File: config.mk
export PLATFORM = sky130hd
export DESIGN_NAME = linear_cordic_seq_cu
export DESIGN_NICKNAME = d
export VERILOG_FILES = /design/src/rtl/cordic_linear_pkg.sv /design/src/rtl/cordic_wait_timer.sv /design/src/rtl/linear_cordic_seq_cu.sv
export SDC_FILE = /design/constraint.sdc
export NUM_CORES = 1
export LEC_CHECK = 0
export CAP_MARGIN = 20
export CORE_MARGIN = 4
export CORE_UTILIZATION = 30
export CTS_BUF_LIST = sky130_fd_sc_hd__clkbuf_8
export DETAILED_ROUTE_END_ITERATION = 16
export PLACE_DENSITY_LB_ADDON = 0.1
export SYNTH_ARGS = -nofsm -noshare
export SYNTH_HDL_FRONTEND = slang
export SYNTH_SLANG_ARGS = --single-unit
File: constraint.sdc
create_clock -name clk -period 2.32 [get_ports clk]
set_input_delay 0.232 -clock clk [delete_from_list [all_inputs] [get_ports clk]]
set_output_delay 0.232 -clock clk [all_outputs]
set_load 0.05 [all_outputs]
File: src/rtl/cordic_linear_pkg.sv
// Purpose: shared op codes, FSM state encoding and request-error helper for the linear CORDIC control unit.
// Latency: n/a (types and a pure function only).
// Backpressure: n/a.
package cordic_linear_pkg;

  typedef enum logic [1:0] {
    OP_MUL   = 2'd0,
    OP_DIV   = 2'd1,
    OP_RECIP = 2'd2,
    OP_RSVD  = 2'd3
  } op_e;

  typedef enum logic [2:0] {
    ST_IDLE  = 3'd0,
    ST_LOAD  = 3'd1,
    ST_START = 3'd2,
    ST_WAIT  = 3'd3,
    ST_HOLD  = 3'd4
  } state_e;

  // A request that must never reach the core: reserved op, or divide by zero.
  function automatic logic op_is_err(input logic [1:0] op, input logic den_zero);
    return (op == OP_RSVD) || ((op == OP_DIV) && den_zero);
  endfunction

endpackage

File: src/rtl/cordic_wait_timer.sv
// Purpose: saturating WAIT-state cycle counter with clear/enable and an expire flag.
// Latency: expire is combinational from the count; count updates one cycle after en.
// Backpressure: none; pure counter.
// Ports: clk, rst (sync active-low), clr (zero the count), en (count this cycle),
//        expire (count == LIMIT-1, i.e. high in the LIMIT-th enabled cycle after clr).
module cordic_wait_timer #(
  parameter int W     = 8,
  parameter int LIMIT = 200
) (
  input  logic clk,
  input  logic rst,
  input  logic clr,
  input  logic en,
  output logic expire
);

  logic [W-1:0] cnt;

  always_ff @(posedge clk) begin
    if (!rst) begin
      cnt <= '0;
    end else if (clr) begin
      cnt <= '0;
    end else if (en && (cnt != '1)) begin
      cnt <= cnt + W'(1);
    end
  end

  assign expire = (cnt == W'(LIMIT - 1));

endmodule

File: src/rtl/linear_cordic_seq_cu.sv
// Purpose: sequences MUL/DIV/RECIP requests through the shared linear CORDIC core, returns tag/op/err.
// Latency: accept->out_valid = 3 + N (done in N-th WAIT cycle); 1 cycle for rejected requests.
// Backpressure: result held in HOLD until out_ready; in_ready only in IDLE or on a same-cycle release.
// Ports: clk, rst (sync active-low); request in_valid/in_ready/in_op/in_tag/den_zero;
//        core controls loadX/loadY/selY_one/start_cordic/abort_cordic, done_cordic;
//        result out_valid/out_ready/out_tag/out_op/out_err/out_timeout; busy.
// Build option: LINEAR_CORDIC_TIMEOUT_EN adds the WAIT watchdog (abort after TIMEOUT cycles).
module linear_cordic_seq_cu
  import cordic_linear_pkg::*;
#(
  parameter int TAG_W     = 4,
  parameter int TIMEOUT_W = 8,
  parameter int TIMEOUT   = 200
) (
  input  logic             clk,
  input  logic             rst,
  input  logic             in_valid,
  output logic             in_ready,
  input  logic [1:0]       in_op,
  input  logic [TAG_W-1:0] in_tag,
  input  logic             den_zero,
  output logic             loadX,
  output logic             loadY,
  output logic             selY_one,
  output logic             start_cordic,
  output logic             abort_cordic,
  input  logic             done_cordic,
  output logic             out_valid,
  input  logic             out_ready,
  output logic [TAG_W-1:0] out_tag,
  output logic [1:0]       out_op,
  output logic             out_err,
  output logic             out_timeout,
  output logic             busy
);

  state_e           state, state_nxt;
  logic [1:0]       op_q;
  logic [TAG_W-1:0] tag_q;
  logic             err_q;
  logic             tmo_q;
  logic             take;
  logic             req_bad;
  logic             expire;
  logic             tmo_hit;

`ifdef LINEAR_CORDIC_TIMEOUT_EN
  cordic_wait_timer #(
    .W     (TIMEOUT_W),
    .LIMIT (TIMEOUT)
  ) u_wait_timer (
    .clk    (clk),
    .rst    (rst),
    .clr    (state == ST_START),
    .en     (state == ST_WAIT),
    .expire (expire)
  );
`else
  logic [TIMEOUT_W-1:0] unused_timeout_cfg;
  assign unused_timeout_cfg = TIMEOUT_W'(TIMEOUT);
  assign expire             = 1'b0;
`endif

  // Release of the held result and acceptance of the next request share one edge.
  assign in_ready = (state == ST_IDLE) || ((state == ST_HOLD) && out_ready);
  assign take     = in_valid && in_ready;
  assign req_bad  = op_is_err(in_op, den_zero);

  // Watchdog loses to a coincident done, so the abort pulse looks at done_cordic.
  assign tmo_hit      = (state == ST_WAIT) && expire && !done_cordic;
  assign abort_cordic = tmo_hit;

  assign out_tag     = tag_q;
  assign out_op      = op_q;
  assign out_err     = err_q;
  assign out_timeout = tmo_q;

  always_comb begin
    state_nxt    = state;
    loadX        = 1'b0;
    loadY        = 1'b0;
    selY_one     = 1'b0;
    start_cordic = 1'b0;
    out_valid    = 1'b0;
    busy         = (state != ST_IDLE);
    unique case (state)
      ST_IDLE: begin
        if (take) state_nxt = req_bad ? ST_HOLD : ST_LOAD;
      end
      ST_LOAD: begin
        loadX     = 1'b1;
        loadY     = 1'b1;
        selY_one  = (op_q == OP_RECIP);
        state_nxt = ST_START;
      end
      ST_START: begin
        start_cordic = 1'b1;
        state_nxt    = ST_WAIT;
      end
      ST_WAIT: begin
        if (done_cordic || tmo_hit) state_nxt = ST_HOLD;
      end
      ST_HOLD: begin
        out_valid = 1'b1;
        if (take) begin
          state_nxt = req_bad ? ST_HOLD : ST_LOAD;
        end else if (out_ready) begin
          state_nxt = ST_IDLE;
        end
      end
      default: state_nxt = ST_IDLE;
    endcase
  end

  always_ff @(posedge clk) begin
    if (!rst) begin
      state <= ST_IDLE;
      op_q  <= '0;
      tag_q <= '0;
      err_q <= 1'b0;
      tmo_q <= 1'b0;
    end else begin
      state <= state_nxt;
      if (take) begin
        op_q  <= in_op;
        tag_q <= in_tag;
        err_q <= req_bad;
        tmo_q <= 1'b0;
      end else if (tmo_hit) begin
        err_q <= 1'b1;
        tmo_q <= 1'b1;
      end
    end
  end

endmodule
== Yosys cells after proc, flatten, opt, wreduce, memory -nomap -nowiden ==
Index checks and enable logic that the tools add are counted.
Widths: inputs -> output; s select.

* $add $sub $neg: 0
* Multipliers: 0
* Div/mod/pow operators: 0
* Order comparisons: 0
* Equal/unequal tests: 10
* Shift operators: 0
* Muxes and demuxes: 10
* Bitwise operators: 0
* Reduce and logical (&&, ||, !) cells: 8

{| class="wikitable"
|+ Operators by type and width
! kind !! number
|-
| $mux 3 || 5
|-
| $pmux 3 s5 || 1
|-
| $eq 3x2->1 const B || 2
|-
| $eq 2x2->1 const B || 2
|-
| $mux 1 || 4
|-
| $ne 2x2->1 const B || 2
|-
| $eq 3x1->1 const B || 1
|-
| $eq 3x3->1 const B || 1
|-
| $logic_and 1x1->1 || 3
|-
| $logic_not 3->1 || 1
|-
| $ne 3x3->1 const B || 1
|-
| $reduce_and 3->1 || 1
|-
| $reduce_bool 3->1 || 1
|-
| $eq 2x1->1 const B || 1
|-
| $logic_or 1x1->1 || 2
|}

* Register bits after elaboration: 10
* Latch bits: 0
* Memory bits (writable): 0
* Bits in read-only memories: 0
* Input bits: 12
* Memories kept: 0

== Depth between registers and ports, before layout ==
* Word-level depth: 6
* Gate-level depth with buffers: 6
* Depth with buffers taken out: 4

== Worst setup path after synthesis ==
No wires, ideal clock.

* Kind: flip-flop to flip-flop
* From: register state[2]
* To: register state[2]
* Library setup time: 0.086 ns
* Data arrival time: 2.060 ns
* Required time: 2.234 ns
* Slack: 0.175 ns
* Cell stages (with the launch flop): 6
* Clock period less this slack: 2.145 ns
* Path through: dfxtp_1 -> buf_6 -> nor2b_4 -> nor3_1 -> a31oi_1 -> o31ai_2

* Word-level cells in the longest chain between the ends: 6
* Elaborated cells on any way between the ends: 14
* Classes of those cells: eq/ne: 7; mux: 2; reduce/logical: 5

{| class="wikitable"
|+ RTL lines
! item !! RTL line !! source
|-
| start, declared || linear_cordic_seq_cu.sv:37 || <nowiki>state_e state, state_nxt;</nowiki>
|-
| start signal, assigned || linear_cordic_seq_cu.sv:123 || <nowiki>state <= state_nxt;</nowiki>
|-
| $eq 3x3->1 || linear_cordic_seq_cu.sv:65 || <nowiki>assign in_ready = (state == ST_IDLE) || ((state == ST_HOLD) && out_ready);</nowiki>
|-
| $logic_and 1x1->1 || linear_cordic_seq_cu.sv:65 ||
|-
| $logic_or 1x1->1 (*) || linear_cordic_seq_cu.sv:65 ||
|-
| via in_ready || linear_cordic_seq_cu.sv:18 || <nowiki>output logic in_ready,</nowiki>
|-
| $logic_and 1x1->1 (*) || linear_cordic_seq_cu.sv:66 || <nowiki>assign take = in_valid && in_ready;</nowiki>
|-
| $mux 3 (tied with other cells) || linear_cordic_seq_cu.sv:105 || <nowiki>if (take) begin</nowiki>
|-
| $pmux 3 s5 / $reduce_and 3->1 (equally long branches) || -- ||
|}

The timed path passes the listed nets; every way through them passes the cells marked *.
A chain may end at the register's enable or synchronous reset.

== Worst setup path in the final report ==
* From: register state[2]
* To: output port selY_one

* Word-level cells in the longest chain between the ends: 2

{| class="wikitable"
|+ RTL lines
! item !! RTL line !! source
|-
| $eq 3x1->1 || linear_cordic_seq_cu.sv:86 || <nowiki>unique case (state)</nowiki>
|-
| $mux 1 || linear_cordic_seq_cu.sv:86 ||
|-
| end, declared || linear_cordic_seq_cu.sv:24 || <nowiki>output logic selY_one,</nowiki>
|}

Every way passes these cells.

==> results.yml <==
layout:
  n_antenna_cell: 0
  area_growth_pct: 47.4
  fin_cells: 110
  drive_above_1_share: 0.165
  layout.nets: 98
  fill_cells: 194
grt:
  antenna_found_initial: 0
  gr-usage-all-layers: 0.102
  grt_pass1_vias: 454
  grt_max_degree: 11
  grt-ovfl-total: 0
  grt_pass1_wl_mm: 2.06
timing:
  rsz0062_at_grt: "no"
  fmax_ghz: 0.466
  fin_crit_ps: 2150
  finClkSkew_ps: 3.67
  setup_viol: 0
  min_period_over_period: 0.925
  worst_slew_pin_slew_ps: 498
  slew_headroom: 0.667
  drv_slew: 0
  hold_violations: 0
  tns_ps: 0
place:
  place.gp.congestion: 0.826
  dp.cells: 106
  io_buffer_count: 25
  dp_hpwl_um: 973
clock_network:
  clock_path_buffers: 2
  cts_buffers: 3
  cts_setup_buffers: 0
  path_clk_slew_ps: 50
  cts_resized: 0
  clock_latency_ps: 230
  cts_tree: "yes"
  cts.sinks: 10
  holdBufCountCts: 0
  clockRootBuffer: "clkbuf_8"
  htree_levels: 1
outcome:
  status: "completed"
detailed_routing:
  finalWirelength_mm: 1.28
  first_pass_iters: 4
  ant_nets: 0
  drt_iter0_drc: 7
  vias: 482
  drcViolationCount: 0
  routedWlPerCell_um: 11.6
  avgViaCountPerCell: 4.38
synthesis:
  synth_edf_count: 0
  synth.avg_cell_area_um2: 9.74
  synth_area_leaders: "dfxtp_1 34%, mux2i_1 12%, nor2b_1 7.4%"
  yosys-top-cells-count: "10 x dfxtp_1, 7 x mux2i_1, 7 x nor2b_1"
  synth_top_area_frac: 0.337
  synth_cell_type_count: 29
  syn_inst: 61
  synth_flop_cell: "dfxtp_1"
  ys_ff_latch: 10
  yosys_warnings: 0
  yosysMostFrequentCell: "dfxtp_1"
  synthesis.area_um2: 594
  synth_top_area_cell: "dfxtp_1"
  synthArstFlopShare: 0
  synth_seq_area_share: 0.337
die:
  die_w_um: 52.5
  ios: 28
  die_y_um: 52.5
  core_mm2: 0.00180
  num_rows: 15
  initial_core_util: 0.330
  die_area_mm2: 0.00276
setup_path:
  required_ps: 2090
  end_kind: "primary output"
  cp-start-kind: "flop"
  critPathMaxFanout: 10
  cp.arrival_ps: 1910
  reg2reg_depth: 4
  critPathKind: "reg -> out"
power_and_ir_drop:
  vdd_ir_drop_max_v: 0.000464
  p_leak_nw: 0.356
  powerDensity_mw_per_mm2: 1040
min_path:
  hold_path_class: "reg -> reg"
  holdPathStages: 2
job:
  drv_cap: 0
-- path summary, 6_finish.rpt --
check	slack, ps	start	endpoint
setup / recovery	170	state[2]	selY_one
hold / removal	510	out_err	out_err
setup reg to reg	920	state[2]	state[2]
hold reg to reg	510	out_err	out_err
-- area by class of cell --
| class | instances | area [um^2] | share of cell area |
|---|---|---|---|
| tap | 25 | 31.3 | 0.0357 |
| sequential | 10 | 200 | 0.229 |
| multi-input combinational | 44 | 334 | 0.381 |
| timing repair buffer | 25 | 248 | 0.283 |
| inverter | 2 | 7.51 | 0.00857 |
| clock buffer | 4 | 55.1 | 0.0629 |
-- stage by stage --
step | util | hold WS, ps | total power (W) | cell area (um^2) | worst slack (ps)
floorplan | - | 360 | 0.000597 | 598 | 175
global placement | 0.456 | 501 | 0.000700 | 821 | 469
detailed placement | 0.456 | 510 | 0.000701 | 821 | 451
CTS | 0.486 | 522 | 0.000921 | 876 | 195
global route | 0.486 | 556 | 0.000962 | 876 | 79.0
finish | 0.486 | 514 | 0.000910 | 876 | 174
-- cell families (layout without fill, tap and decap cells) --
| kind of cell | count (synthesis) | in the layout | synth area share |
|---|---|---|---|
| flops | 10 | 10 | 0.337 |
| other cells | 1 | 2 | 0.00631 |
| buf+inv | 8 | 31 | 0.107 |
| mux | 7 | 7 | 0.118 |
| compound gates | 11 | 11 | 0.156 |
| simple gates | 24 | 24 | 0.276 |
-- worst max-delay path, stage by stage (launching register included) --
cell and delay [ps]:
dfxtp_1 410, nor2_1 140, nand2_1 90, nor3b_1 200
clkdlybuf4s50_1 830
-- state kept, by name, summed over array words and instances, names as in the netlist --
name / cells
out_tag: 4
out_op: 2
state: 3
out_err: 1
-- where the power goes --
group          total, W  switching (W)  internal (W)
Combinational  0.000461       0.000285      0.000176
Sequential     0.000236      0.0000362      0.000200
Clock          0.000213      0.0000644      0.000149
Total          0.000910       0.000386      0.000524
-- routing by layer --
metal | routed length (um) | track usage | vias to the layer above
met2 | 537 | 0.134 | 21
met3 | 70 | 0.0199 | 2
li1 | - | - | 251
met4 | 27 | 0.0766 | 0
met1 | 642 | 0.141 | 208
met5 | 0 | 0 | -
-- placed cells by master, fill, tap and decap left out, types with 2 or more instances in the layout --
cell type        count
a21oi_1              2
clkbuf_8             4
clkdlybuf4s50_1     24
conb_1               2
dfxtp_1             10
inv_1                2
mux2i_1              7
nand2_1              4
nor2_1               2
nor2b_1              7
nor3b_1              2
(Power assumes the default switching activity.)
